--- src/rtl/sd_resp_rx.sv ---
// SD CMD-line response receiver: waits for the card start bit after arming, shifts in a
// 48- or 136-bit token, checks CRC7 and the end bit, and reports timeout on a silent line.
module sd_resp_rx #(
  parameter int TIMEOUT_CYCLES = 64
) (
  input  logic         clk,
  input  logic         reset,
  input  logic         start,
  input  logic         long_resp,
  input  logic         check_crc,
  input  logic         sd_cmd,
  output logic         busy,
  output logic         done,
  output logic [135:0] resp,
  output logic         crc_err,
  output logic         end_err,
  output logic         timeout
);

  localparam int TW = $clog2(TIMEOUT_CYCLES + 1);

  typedef enum logic [1:0] {S_IDLE, S_WAIT, S_RECV, S_DONE} state_t;

  state_t          r_state;
  logic            r_long;
  logic            r_chk;
  logic [7:0]      r_cnt;
  logic [TW-1:0]   r_to_cnt;
  logic [6:0]      r_crc;

  logic [7:0]      w_cnt_next;
  logic [7:0]      w_len;
  logic            w_crc_on;
  logic            w_crc_fb;
  logic [6:0]      w_crc_next;
  logic [TW-1:0]   w_to_next;

  // CRC covers token bits 47..8 (short) or 127..8 (long, R2 header excluded);
  // w_cnt_next is the 1-based position of the bit being sampled.
  assign w_cnt_next = r_cnt + 8'd1;
  assign w_len      = r_long ? 8'd136 : 8'd48;
  assign w_crc_on   = (w_cnt_next <= (w_len - 8'd8)) && (!r_long || (w_cnt_next >= 8'd9));
  assign w_crc_fb   = sd_cmd ^ r_crc[6];
  assign w_crc_next = {r_crc[5:3], r_crc[2] ^ w_crc_fb, r_crc[1:0], w_crc_fb};
  assign w_to_next  = r_to_cnt + {{(TW-1){1'b0}}, 1'b1};

  always_ff @(posedge clk or posedge reset) begin
    if (reset) begin
      r_state  <= S_IDLE;
      r_long   <= 1'b0;
      r_chk    <= 1'b0;
      r_cnt    <= 8'd0;
      r_to_cnt <= '0;
      r_crc    <= 7'd0;
      busy     <= 1'b0;
      done     <= 1'b0;
      resp     <= 136'd0;
      crc_err  <= 1'b0;
      end_err  <= 1'b0;
      timeout  <= 1'b0;
    end else begin
      done <= 1'b0;
      case (r_state)
        S_IDLE: begin
          if (start) begin
            r_long   <= long_resp;
            r_chk    <= check_crc;
            r_cnt    <= 8'd0;
            r_to_cnt <= '0;
            r_crc    <= 7'd0;
            resp     <= 136'd0;
            crc_err  <= 1'b0;
            end_err  <= 1'b0;
            timeout  <= 1'b0;
            busy     <= 1'b1;
            r_state  <= S_WAIT;
          end
        end
        S_WAIT: begin
          if (!sd_cmd) begin
            // The start bit is 0 and the CRC is still 0, so the CRC register needs no update.
            resp    <= {resp[134:0], 1'b0};
            r_cnt   <= 8'd1;
            r_state <= S_RECV;
          end else begin
            r_to_cnt <= w_to_next;
            if (w_to_next == TW'(TIMEOUT_CYCLES)) begin
              timeout <= 1'b1;
              done    <= 1'b1;
              r_state <= S_DONE;
            end
          end
        end
        S_RECV: begin
          resp  <= {resp[134:0], sd_cmd};
          r_cnt <= w_cnt_next;
          if (w_crc_on) begin
            r_crc <= w_crc_next;
          end
          if (w_cnt_next == w_len) begin
            // resp[6:0] currently holds token bits 7:1, the transmitted CRC.
            end_err <= ~sd_cmd;
            crc_err <= r_chk && (r_crc != resp[6:0]);
            done    <= 1'b1;
            r_state <= S_DONE;
          end
        end
        S_DONE: begin
          busy    <= 1'b0;
          r_state <= S_IDLE;
        end
        default: begin
          busy    <= 1'b0;
          r_state <= S_IDLE;
        end
      endcase
    end
  end

endmodule

--- config.mk ---
export PLATFORM = sky130hd
export DESIGN_NAME = sd_resp_rx
export DESIGN_NICKNAME = d
export VERILOG_FILES = /design/src/rtl/sd_resp_rx.sv
export SDC_FILE = /design/constraint.sdc
export NUM_CORES = 1
export LEC_CHECK = 0
export ABC_AREA = 1
export BUFFER_PORTS_ARGS = -buffer_cell sky130_fd_sc_hd__buf_4
export CAP_MARGIN = 20
export CELL_PAD_IN_SITES_DETAIL_PLACEMENT = 1
export CELL_PAD_IN_SITES_GLOBAL_PLACEMENT = 2
export CORE_UTILIZATION = 35
export CTS_BUF_LIST = sky130_fd_sc_hd__clkbuf_16
export DETAILED_ROUTE_END_ITERATION = 10
export PLACE_DENSITY_LB_ADDON = 0.05
export RECOVER_POWER = 25
export SKIP_CTS_REPAIR_TIMING = 1
export SYNTH_ARGS = -nofsm -noshare
export SYNTH_HDL_FRONTEND = slang
export SYNTH_SLANG_ARGS = --single-unit
--- constraint.sdc ---
create_clock -name clk -period 10.3 [get_ports clk]
set_input_delay 1.03 -clock clk [delete_from_list [all_inputs] [get_ports clk]]
set_output_delay 1.03 -clock clk [all_outputs]
set_load 0.02 [all_outputs]
Word-level counts from Yosys, hierarchy flattened
Index checks and enable logic that the tools add are counted.
Storage, ports and cells
  memory bits (writable): 0
  memories kept: 0
  bits in registers: 167
  output and inout bits: 141
  input port bits: 6
  ROM bits: 0
  bits in latches: 0
  word-level logic and storage cells: 81
Cells by class
  magnitude comparators: 2
  eq/ne operators: 13
  mux-type cells: 31
  $add $sub $neg: 3
  multiply operators: 0
  shift-type cells: 0
  divide/modulo/power cells: 0
  reductions and logical operators: 17
  bitwise logic cells: 3
Operators by type and width (number)
  136-bit case mux with 3 select lines: 1
  136-bit 2-to-1 mux: 2
  7-bit case mux with 2 select lines: 2
  8-bit 2-to-1 mux: 3
  8-bit case mux with 3 select lines: 1
  7-bit 2-to-1 mux: 3
  3-bit AND reduction: 5
  2-bit != test (second input constant): 6
  1-bit case mux with 2 select lines: 5
  1-bit 2-to-1 mux: 9
  8-bit by 1-bit adder with 8-bit output (second input constant): 1
  8-bit equality test: 1
  8-bit by 4-bit >= comparator with 1-bit output (second input constant): 1
  8-bit <= comparator: 1
  2-bit 2-to-1 mux: 4
  2-bit case mux with 4 select lines: 1
  8-bit by 4-bit subtractor with 8-bit output (second input constant): 1
  7-bit by 1-bit adder with 7-bit output (second input constant): 1
  7-bit equality test (second input constant): 1
  7-bit != test: 1
  2-bit nonzero test: 3
  2-bit equality test (second input constant): 2
  2-bit AND reduction: 2
  4-bit AND reduction: 1
  9 further kinds: 11

Depth between registers and ports, before layout
  depth in word-level cells: 6
  mapped depth: 16
  depth with buffers taken out: 16

Worst setup path after synthesis
No wires, ideal clock.
  path kind: input to register
  from: input port sd_cmd
  to: register resp[100]
  data arrival time: 1.974 ns
  library setup time: 0.126 ns
  stages: 7
  data required time: 10.174 ns
  path buffers: 3
  setup slack: 8.200 ns
  cell sequence: nand2_1 -> inv_1 -> nor3_1 -> buf_2 -> buf_2 -> buf_2 -> a21oi_1
On the way
  cells in the longest elaborated chain, start to end: 2
RTL lines
  from (decl): line 11  | input logic sd_cmd,
  2-bit != test (no source line)
  3-bit AND reduction (no source line)
  to (signal assigned): line 82  | resp <= {resp[134:0], 1'b0};
  to (signal assigned): line 95  | resp <= {resp[134:0], sd_cmd};
  to (decl): line 14  | output logic [135:0] resp,
No other way between the ends.
A chain may end at the register's enable or synchronous reset.

==> results.sh <==
export IMPL_initial_utilization=0.358
export IMPL_top_usage_layer="met2"
export IMPL_worst_path_buf_inv=3
export IMPL_setup_worst_path_start_class="input port"
export IMPL_routed_wl_um=19100
export IMPL_fin_util=0.446
export IMPL_r2r_start="r_state[0]"
export IMPL_cpPeakStageDelay_ns=2.60
export IMPL_cts_max_path_buffers=2
export IMPL_ant_nets=0
export IMPL_status="complete, but fails checks"
export IMPL_grt_pass1_vias=6164
export IMPL_fin_crit_ns=4.43
export IMPL_area_delta_synth_final_pct=24.6
export IMPL_seqPwrFrac=0.330
export IMPL_max_slew_margin=-2.15
export IMPL_boundaryPins=147
export IMPL_synth_seq_cells=167
export IMPL_slowest_stage="clkinvlp_2"
export IMPL_violations="capacitance limit, slew limit"
export IMPL_holdWs_ns=0.499
export IMPL_gp_congestion=0.749
export IMPL_syn_nets=849
export IMPL_p_per_area_nw_per_um2=400
export IMPL_die_area_um2=21300
export IMPL_antenna_found_initial=0
export IMPL_yosys_cell_types_count=32
export IMPL_placed_cells=1205
export IMPL_p_leak_nw=4.35
export IMPL_worstSetupPathType="in -> async"
export IMPL_drtIter0Drc=289
export IMPL_finClkSkew_ns=0.0102
export IMPL_irDropWorstVdd_mv=0.354
export IMPL_post_dp_hpwl_um=12300
export IMPL_syn_avg_cell_area_um2=8.70
export IMPL_critPathRequiredTime_ns=10.74
export IMPL_cts_tree="done"
export IMPL_n_antenna_cell=0
export IMPL_drcViolationCount=0
export IMPL_layout_commonest_cell="nand2_1"
export IMPL_p_comb_frac=0.499
export IMPL_p_total_mw=3.61
export IMPL_vias=5999
export IMPL_setup_worst_path_end="resp[117]"
export IMPL_fin_crit_sh=0.430
export IMPL_cts_root_buf="clkbuf_16"
export IMPL_drive_above_1_share=0.191
export IMPL_worst_setup_path_end_kind="asynchronous set/reset pin"
export IMPL_use_met2=0.313
export IMPL_synthTopCellsByArea="dfrtp_1 (58%), nand2_1 (10%), a21oi_1 (9.5%)"
export IMPL_ys_seq_area_frac=0.577
export IMPL_final_cell_mix="nand2_1 (195), dfrtp_1 (167), nor2_1 (144), a21oi_1 (138), buf_4 (134)"
export IMPL_grt_ovfl_total=0
export IMPL_clk_latency_ns=0.42
export IMPL_cts_sinks=167
export IMPL_core_area_um2=20200
export IMPL_clkPwrFrac=0.172
export IMPL_timing_fmax_mhz=226
export IMPL_cts_buffers=17
export IMPL_syn_inst=832
export IMPL_grt_setup_unrepaired="false"
export IMPL_crit_cells=3
export IMPL_switchingPower_mw=1.69
export IMPL_htree_levels=4
export IMPL_grt_use_met1=0.243
export IMPL_path_cells="clkbuf_4, clkinvlp_2, buf_4"
export IMPL_r2r_setup_slack_ns=7.15
export IMPL_critical_path_top_delay_family="buffers and inverters"
export IMPL_startpoint="reset"
export IMPL_slew_viol_final=104
export IMPL_portBuffers=146
export IMPL_wl_per_cell_um=15.4
export IMPL_grt_usage=0.190
export IMPL_setup_viol=0
export IMPL_cts_clk_slew_worst_paths_ns=0.06
export IMPL_ys_warn_count=0
export IMPL_sw_frac_of_total=0.468
export IMPL_syn_cell_area_um2=7240
export IMPL_die_height_um=146
export IMPL_hold_viol_final=0
export IMPL_arrival_ns=4.88
export IMPL_intPower_mw=1.92
export IMPL_dr_pass1_iters=4
export IMPL_final_cells=1237
export IMPL_synth_top_area_share=0.577
export IMPL_drv_cap=1
export IMPL_num_rows=52
export IMPL_crit_fanout=103
export IMPL_min_delay_path_class="reg -> reg"
export IMPL_grt_pass1_wl_um=32500
export IMPL_final_net_count=971
export IMPL_tightest_slew_ns=4.70
export IMPL_reg2reg_depth=7
export IMPL_fin_setup_tns_ns=0
export IMPL_grtUsageMet3=0.0492
export IMPL_synth_top_area_cell="dfrtp_1"
export IMPL_grt_max_degree=282
export IMPL_viasPerCell=4.85
export IMPL_r2r_end="resp[47]"
export IMPL_die_w_um=146
==> state kept, by name, summed over array words and instances (netlist names) <==
| name | flops |
|---|---|
| busy | 1 |
| crc_err | 1 |
| done | 1 |
| end_err | 1 |
| r_chk | 1 |
| r_cnt | 8 |
| r_crc | 7 |
| r_long | 1 |
| r_state | 2 |
| r_to_cnt | 7 |
| resp | 136 |
| timeout | 1 |
==> cells in the mapped netlist <==
library cell,instances
nand3_2,4
xor2_1,10
o31ai_1,2
o21bai_1,1
nor3_1,2
nor2_2,1
o22ai_1,8
nand4_1,4
a21oi_1,138
dfrtp_1,167
buf_2,30
a21oi_2,1
nand3_1,20
nand2_2,2
buf_6,1
buf_1,2
nand2_1,196
nor2_1,144
o32ai_1,1
clkbuf_1,13
xnor2_1,4
inv_1,46
o21ai_2,1
nor2_4,1
o21ai_1,1
nor4_1,2
or2_2,2
a22o_1,2
o21ai_0,12
ha_1,11
a21boi_2,1
nand2_4,2
==> per-stage QoR <==
stage	worst slack (ns)	area, um^2
final	5.87	9020
after global routing	5.10	9020
after CTS	7.06	9080
after detailed placement	7.02	8510
after global placement	7.18	8510
after floorplan	4.75	7240
==> worst min path at each step <==
| stage | slack [ns] | cells past startpoint | startpoint | to |
|---|---|---|---|---|
| detailed placement | 0.47 | 2 | r_chk | r_chk |
| global route | 0.51 | 2 | crc_err | crc_err |
| global placement | 0.47 | 2 | r_chk | r_chk |
| CTS | 0.49 | 2 | r_chk | r_chk |
| floorplan | 0.45 | 2 | r_chk | r_chk |
| finish | 0.50 | 2 | r_chk | r_chk |
==> tightest hold or removal path: stages, from the launching register on <==
cell and delay, ns:
dfrtp_1 0.35, nand2_1 0.06, nand2_1 0.06
==> power by group through the flow <==
stage	Sequential, mW	Clock [mW]	Combinational, mW
6_report	1.19	0.619	1.80
5_1_grt	1.24	0.668	2.00
4_1_cts	1.19	0.641	1.84
3_5_place_dp	1.20	0	1.84
3_3_place_gp	1.19	0	1.77
2_1_floorplan	1.45	0	0.909
==> kinds of logic after synthesis <==
family	share of synthesized area
buffers and inverters	0.0539
XOR/XNOR	0.0169
adder cells (fa/ha/maj)	0.0190
flip-flops	0.577
AO/OA/AOI/OAI	0.122
AND/OR/NAND/NOR	0.211
==> routing by layer <==
metal  vias up  routed length, um
met5         -                  0
met4         0                222
met3        17               1080
met2       125               9140
met1      2941               8620
li1       2916                  -
==> final cells by class <==
type	count	area, um^2
fill	2406	11200
clock buffer	17	425
inverter	46	174
sequential	167	4180
tap	270	338
clock inverter	15	140
timing repair buffer	149	1080
multi-input combinational	573	2690
(Power assumes the default switching activity.)
